### config.mk
export PLATFORM = sky130hd
export DESIGN_NAME = instruction_cache
export DESIGN_NICKNAME = d
export VERILOG_FILES = /design/src/rtl/instruction_cache_pkg.sv /design/src/rtl/instruction_cache_tag_array.sv /design/src/rtl/instruction_cache.sv
export SDC_FILE = /design/constraint.sdc
export NUM_CORES = 1
export LEC_CHECK = 0
export CORE_MARGIN = 3
export CORE_UTILIZATION = 42
export DETAILED_ROUTE_END_ITERATION = 10
export PLACE_DENSITY = 0.68
export SLEW_MARGIN = 25
export SYNTH_ARGS = -nofsm -noshare
export SYNTH_HDL_FRONTEND = slang
export SYNTH_SLANG_ARGS = --single-unit
### constraint.sdc
create_clock -name CLK -period 14.7 [get_ports CLK]
set_input_delay 2.205 -clock CLK [delete_from_list [all_inputs] [get_ports CLK]]
set_output_delay 2.205 -clock CLK [all_outputs]
set_load 0.02 [all_outputs]
### src/rtl/instruction_cache_pkg.sv
// Shared definitions for the direct-mapped instruction cache.
// Purpose: address field widths, block geometry, controller state encoding
//          and a word-select helper used by the cache top level.
// Ports:   none (package).
package instruction_cache_pkg;

  localparam int ADDR_BITS       = 10;
  localparam int INDEX_BITS      = 3;
  localparam int WORD_BITS       = 2;
  localparam int OFFSET_BITS     = WORD_BITS + 2;
  localparam int TAG_BITS        = ADDR_BITS - OFFSET_BITS - INDEX_BITS;
  localparam int BLOCK_ADDR_BITS = ADDR_BITS - OFFSET_BITS;
  localparam int LINES           = 2 ** INDEX_BITS;
  localparam int BLOCK_BITS      = 32 * (2 ** WORD_BITS);

  typedef enum logic [1:0] {
    IDLE     = 2'd0,
    MEM_READ = 2'd1,
    UPDATE   = 2'd2
  } state_t;

  // Pick one 32-bit word out of a block; word 0 sits in the low bits.
  function automatic logic [31:0] select_word(input logic [BLOCK_BITS-1:0] block,
                                              input logic [WORD_BITS-1:0] word);
    logic [31:0] result;
    case (word)
      2'd0:    result = block[31:0];
      2'd1:    result = block[63:32];
      2'd2:    result = block[95:64];
      default: result = block[127:96];
    endcase
    return result;
  endfunction

endpackage

### src/rtl/instruction_cache_tag_array.sv
// Valid-bit and tag storage for the instruction cache, with a combinational
// lookup comparator. The asynchronous reset invalidates every line.
// Ports:
//   clk, rst_n     clock and asynchronous active-low reset
//   lookup_index   line selected by the current fetch address
//   lookup_tag     tag of the current fetch address
//   hit            line is valid and its stored tag matches lookup_tag
//   write_en       install write_tag into line write_index and mark it valid
//   write_index    line being filled
//   write_tag      tag of the block being filled
module instruction_cache_tag_array
  import instruction_cache_pkg::*;
(
  input  logic                  clk,
  input  logic                  rst_n,
  input  logic [INDEX_BITS-1:0] lookup_index,
  input  logic [TAG_BITS-1:0]   lookup_tag,
  output logic                  hit,
  input  logic                  write_en,
  input  logic [INDEX_BITS-1:0] write_index,
  input  logic [TAG_BITS-1:0]   write_tag
);

  logic [LINES-1:0]    valid;
  logic [TAG_BITS-1:0] tags [LINES];

  always_ff @(posedge clk or negedge rst_n) begin
    if (!rst_n) begin
      valid <= '0;
      tags  <= '{default: '0};
    end else if (write_en) begin
      valid[write_index] <= 1'b1;
      tags[write_index]  <= write_tag;
    end
  end

  assign hit = valid[lookup_index] && (tags[lookup_index] == lookup_tag);

endmodule

### src/rtl/instruction_cache.sv
// Direct-mapped, read-only instruction cache between the CPU fetch port and
// instruction memory. Hits answer in the same cycle; a miss stalls the CPU
// while a whole 16-byte block is read from memory and installed.
// Optional feature macro: ICACHE_STATS_EN adds hit_count / miss_count.
// Ports:
//   CLK           clock
//   RESET         asynchronous active-low reset
//   PC            fetch byte address (bits [9:2] used)
//   INSTRUCTION   fetched word, valid while BUSYWAIT is low
//   BUSYWAIT      CPU must hold PC and stall
//   mem_read      block read request to memory
//   mem_address   block address {tag,index} of the request
//   mem_readdata  block returned by memory, word 0 in [31:0]
//   mem_busywait  memory still servicing the request
//   hit_count     (ICACHE_STATS_EN) cycles spent idle on a hit
//   miss_count    (ICACHE_STATS_EN) block fetches started
module instruction_cache
  import instruction_cache_pkg::*;
(
  input  logic                       CLK,
  input  logic                       RESET,
  input  logic [31:0]                PC,
  output logic [31:0]                INSTRUCTION,
  output logic                       BUSYWAIT,
  output logic                       mem_read,
  output logic [BLOCK_ADDR_BITS-1:0] mem_address,
  input  logic [BLOCK_BITS-1:0]      mem_readdata,
  input  logic                       mem_busywait
`ifdef ICACHE_STATS_EN
  ,
  output logic [31:0]                hit_count,
  output logic [31:0]                miss_count
`endif
);

  state_t state;
  state_t next_state;

  logic [WORD_BITS-1:0]       word_sel;
  logic [INDEX_BITS-1:0]      index;
  logic [TAG_BITS-1:0]        tag;
  logic                       hit;
  logic [BLOCK_ADDR_BITS-1:0] fill_addr;
  logic [BLOCK_BITS-1:0]      data_array [LINES];
  logic                       unused_pc;

  assign word_sel  = PC[OFFSET_BITS-1:2];
  assign index     = PC[OFFSET_BITS+INDEX_BITS-1:OFFSET_BITS];
  assign tag       = PC[ADDR_BITS-1:OFFSET_BITS+INDEX_BITS];
  assign unused_pc = ^{PC[31:ADDR_BITS], PC[1:0]};

  instruction_cache_tag_array u_tags (
    .clk          (CLK),
    .rst_n        (RESET),
    .lookup_index (index),
    .lookup_tag   (tag),
    .hit          (hit),
    .write_en     (state == UPDATE),
    .write_index  (fill_addr[INDEX_BITS-1:0]),
    .write_tag    (fill_addr[BLOCK_ADDR_BITS-1:INDEX_BITS])
  );

  // The tag/valid write is deferred to UPDATE so the line only becomes a hit
  // after its data is already in place.
  always_ff @(posedge CLK or negedge RESET) begin
    if (!RESET) begin
      state <= IDLE;
    end else begin
      state <= next_state;
    end
  end

  always_comb begin
    next_state = state;
    case (state)
      IDLE:     if (!hit) next_state = MEM_READ;
      MEM_READ: if (!mem_busywait) next_state = UPDATE;
      UPDATE:   next_state = IDLE;
      default:  next_state = IDLE;
    endcase
  end

  // The miss address is latched on entry to MEM_READ so a wandering PC cannot
  // redirect a fill that is already in flight.
  always_ff @(posedge CLK or negedge RESET) begin
    if (!RESET) begin
      fill_addr <= '0;
    end else if (state == IDLE && !hit) begin
      fill_addr <= {tag, index};
    end
  end

  // Memory data is only trusted in the cycle it stops asserting busywait.
  always_ff @(posedge CLK) begin
    if (state == MEM_READ && !mem_busywait) begin
      data_array[fill_addr[INDEX_BITS-1:0]] <= mem_readdata;
    end
  end

  // Outputs are forced quiet while RESET is held, even though the cleared
  // tag array would otherwise report a miss.
  always_comb begin
    mem_read    = RESET && (state == MEM_READ);
    mem_address = fill_addr;
    BUSYWAIT    = RESET && ((state != IDLE) || !hit);
    INSTRUCTION = '0;
    if (RESET && state == IDLE && hit) begin
      INSTRUCTION = select_word(data_array[index], word_sel);
    end
  end

`ifdef ICACHE_STATS_EN
  always_ff @(posedge CLK or negedge RESET) begin
    if (!RESET) begin
      hit_count  <= '0;
      miss_count <= '0;
    end else if (state == IDLE) begin
      if (hit) begin
        hit_count <= hit_count + 32'd1;
      end else begin
        miss_count <= miss_count + 32'd1;
      end
    end
  end
`endif

endmodule

Word level (Yosys, flattened, before mapping)
Memories as Yosys holds them, arrays and structs flattened. Cells that the tools add are included. Widths: inputs -> output; s select.

Bits of input ports: 163. Output and inout bits: 40. Memories kept: 1. Register bits after elaboration: 40. Word-level logic and storage cells: 61. Memory bits (writable): 1024.

Reduce and logical (&&, ||, !) cells: 16. Multiplexer cells: 17. Order comparisons: 6. Bitwise logic cells: 3. Eq/ne operators: 7.

Memory list: data_array (depth 8, width 128, rd ports 1, clocked after memory_dff 0, wr ports 1, RTL line instruction_cache.sv:44) `logic [BLOCK_BITS-1:0] data_array [LINES];`.

Operator list (number): $pmux 32 s3 (1); $mux 32 (1); $bwmux 24 (1); $bmux 3 s3 (1); $demux 3 s3 (1); $logic_and 1x1->1 (9); $mux 3 (3); $ge 4x4->1 const B (2); $lt 3x4->1 const B (2); $not 3->4 (2); $or 8x8->8 (1); $eq 2x1->1 const B (2); $eq 2x2->1 const B (2); $logic_not 2->1 (2); $lt 4x1->1 const B (1); $mux 1 (4); $mux 2 (2); $ne 2x2->1 const B (2); $pmux 2 s2 (1); $bmux 1 s3 (1); $demux 1 s3 (1); $eq 3x3->1 (1); $ge 3x1->1 const B (1); $logic_not 1->1 (2); other kinds (3) (3).

Logic depth before layout (Yosys ltp)
Depth after elaboration: 9. Mapped depth: 8.

Hierarchy
A second synthesis with hierarchy kept.

Cells, all modules: 1766. Area, all modules: 40759.1 sq um.

By module, submodules not included: instruction_cache (seq. area each 30949.7 sq um, area an instance 39257.7 sq um, cells an instance 1666, times used 1); instruction_cache_tag_array (seq. area each 800.8 sq um, area an instance 1501.4 sq um, cells an instance 100, times used 1).

Least setup slack after synthesis
Ideal clock, no wire load.

Path kind: in2reg. Start point: in mem_busywait. End point: mem data_array[1][0] (netlist bit) (enable). Data arrival time: 11.270 ns. Path buffers: 0. Required time: 13.928 ns. Library setup time: 0.772 ns. Slack: 2.658 ns. Stages: 3. Path through: nor3b_1 nand2_1 nor3_1.

Cells in the longest elaborated chain, start to end: 4.

Ends and longest elaborated chain: start, declared (RTL line instruction_cache.sv:28) `input logic mem_busywait`; $logic_not 1->1 (RTL line instruction_cache.sv:95) `if (state == MEM_READ && !mem_busywait) begin`; $logic_and 1x1->1 (RTL line instruction_cache.sv:95); $mux 1 (RTL line instruction_cache.sv:95); $mux 1 (not written as such) (RTL line instruction_cache.sv:96) `data_array[fill_addr[INDEX_BITS-1:0]] <= mem_readdata;`; end, declared (RTL line instruction_cache.sv:44).

Every way passes these cells.

Worst setup path after layout
Start point: in PC[4]. End point: out INSTRUCTION[6].

Cells in the longest elaborated chain, start to end: 8. Elaborated cells between the ends (all ways): 12.

Ends and longest elaborated chain: start, declared (RTL line instruction_cache.sv:22) `input logic [31:0] PC,`; $not 3->4 (not written as such) (RTL line instruction_cache_tag_array.sv:37) `assign hit = valid[lookup_index] && (tags[lookup_index] == lookup_tag);`; $bmux 3 s3 (RTL line instruction_cache_tag_array.sv:37); $mux 3 (not written as such) (2 in series) (RTL line instruction_cache_tag_array.sv:37); $eq 3x3->1 (RTL line instruction_cache_tag_array.sv:37); $logic_and 1x1->1 (RTL line instruction_cache_tag_array.sv:37); $logic_and 1x1->1 (RTL line instruction_cache.sv:107) `if (RESET && state == IDLE && hit) begin`; $mux 32 (*) (RTL line instruction_cache.sv:107); end, declared (RTL line instruction_cache.sv:23) `output logic [31:0] INSTRUCTION,`.

Every way passes the cells marked *; elsewhere a longest branch is shown, timed or not. The select of a mux whose other input is x is not followed.

==> metrics.cfg <==
[worst_setup_path]
start_kind = primary input
path_class = primary input to primary output
cp_max_fo = 62
required_ps = 12490
rr_worst_depth = 6
rr_startpoint = state[1]
worst_r2r_endpoint = data_array[1][88]
rrSetupSlack_ps = 10780
crit_start = PC[4]
worst_setup_path_end_kind = primary output
crit_path_end = INSTRUCTION[6]
crit_arrival_ps = 6810

[outcome]
status = finished clean

[floorplan]
rows = 113
io_pins = 203
die_area_um2 = 101000
start_util_pct = 42.6
die_w_um = 317
core_area_um2 = 95600
die_h_um = 317

[timing]
drv_slew = 0
fin_hold_ws_ps = 466
worstMarginPinSlew_ps = 1040
rsz0062_at_grt = false
slew_headroom_pct = 30.5
tns_ps = 0
fmax_ghz = 0.111
min_period_over_period_pct = 61.3
finalCriticalPeriod_ps = 9010
setup_viol_count_final = 0
fin_skew_ps = 26.7
finalHoldViolations = 0
setup_ws_ps = 5690

[placed_design]
gp_congestion = 0.687
place_ws_ps = 5610
dpl.hpwl_um = 47100
dpl-instance-area_um2 = 44000
port_buffers = 178

[power_and_ir_drop]
power_mw = 7.03
p_clk_share_pct = 37.1
swShare_pct = 22.6
seq_power_share_pct = 52.7
leakagePower_nw = 14.8
max-vdd-ir-drop_uv = 84.5
power.switching_mw = 1.59
powerDensity_nw_per_um2 = 148
power_frac_comb_pct = 10.2
p_int_mw = 5.44

[yosys]
synth_nets = 1790
synthTopCellsByArea = edfxtp_1 (75%), mux4_2 (18%), dfrtp_1 (2.5%)
synth_cell_types = 26
synth_seq_cells = 1064
yosysTopAreaCellShare_pct = 75.5
avgSynthCellArea_um2 = 25.0
synthArstFlopShare_pct = 3.76
synthCells = 1627
synth_ff_type = edfxtp_1
yosys_warnings = 0
yosys.area.top_type = edfxtp_1
synthesis.area_um2 = 40700
synth_edf_count = 1024
synth_seq_area_share_pct = 78.0

[detailed_routing]
drc = 0
drt-initial-drc-count = 1815
dr.pass1.iters = 5
num_vias = 17800
avgRoutedWirePerCell_um = 27.4
vias_per_cell = 5.56
ant_nets = 0
routed_wl_um = 87900

[global_routing]
grt_use_total_pct = 17.5
grt_first_pass_wirelength_um = 131000
grt_max_degree = 162
use_met1_pct = 23.8
antenna_found_initial = 16
grtUsageMet2_pct = 28.9
grtUsageMet3_pct = 3.61
overflow = 0
grt-busiest-layer = met2
grt_pass1_vias = 19000

[layout]
syn_to_final_growth_pct = 16.3
fin_area_um2 = 47400
layout_common_cells = edfxtp_1 (1024), mux4_2 (325), clkdlybuf4s50_1 (172)
final_nets = 2016
layout_commonest_cell = edfxtp_1
drive_gt1_share_pct = 28.3

[clock_network]
cts_sinks = 1064
cts_buffers = 104
clk_pin_slew_ps = 60
cts_resized = 0
post_cts_buffers = 0
cts_hold_buffers = 0
cts_max_level = 3
insertion_delay_ps = 670
cts_tree = yes
clockBufferDepth = 3
cts_root_buf = clkbuf_16

[job]
cap_viol_max_count = 0

[hold_path]
min_path_type = flip-flop to flip-flop

state kept, by name (all words and copies together), names as in the netlist:
signal and flops:
data_array 1024, u_tags.tags 24, u_tags.valid 8, mem_address 6, state 2
through the flow:
step	utilization, %	std cells
2_1_floorplan	-	1627
3_3_place_gp	46.0	3011
3_5_place_dp	46.0	3012
4_1_cts	49.5	3197
5_1_grt	49.5	3199
6_report	49.6	3204
cell type report:
cell class	instances	area, um2
multi-input combinational	477	8590
clock inverter	60	634
antenna	7	17.5
tap	1265	1580
clock buffer	125	2700
inverter	1	3.75
fill	7500	48200
sequential	1064	31800
timing repair buffer	205	2070
cell families after synthesis:
logic type	count (synthesis)	synth area share, %
flip-flops	1064	78.0
multiplexers	400	19.9
buffers and inverters	86	1.08
AND/OR/NAND/NOR	70	0.894
AO/OA/AOI/OAI	4	0.0891
XOR/XNOR	3	0.0645
how the worst min path moves through the flow:
stage	startpoint	end	slack, ps	depth (start not counted)
3_5_place_dp	u_tags.valid[4]	u_tags.valid[4]	450	1
5_1_grt	u_tags.valid[6]	u_tags.valid[6]	480	1
4_1_cts	u_tags.valid[4]	u_tags.valid[4]	470	1
6_report	u_tags.valid[4]	u_tags.valid[4]	470	1
2_1_floorplan	u_tags.valid[2]	u_tags.valid[2]	430	1
3_3_place_gp	u_tags.valid[2]	u_tags.valid[2]	450	1
power groups by stage:
stage	registers [mW]	clock network, mW	logic, mW
after floorplan	3.80	0	0.424
final	3.71	2.61	0.716
after global routing	3.73	2.78	0.769
after detailed placement	3.77	0	0.735
after CTS	3.71	2.67	0.737
after global placement	3.75	0	0.722
cells in the mapped netlist, drive strengths merged (3+ instances only):
master and count:
dfrtp 40, nor2 11, xor2 3, edfxtp 1024
nor3 34, buf 62, mux2 31, or2 5
mux2i 44, nand2 4, nand2b 9, mux4 325
clkbuf 23
metal layers:
metal | up-vias | routed length, um
met1 | 9568 | 35500
met4 | 12 | 2160
met2 | 557 | 44500
met5 | - | 82
met3 | 151 | 5560
li1 | 7529 | -
worst max-delay path: stages:
cell,delay (ps)
buf_8,460
buf_4,770
mux2i_1,160
mux4_2,510
xor2_1,290
nand4_1,280
buf_4,400
nor3_1,750
clkdlybuf4s50_1,750
No activity file was read; power rests on OpenSTA's default activity.
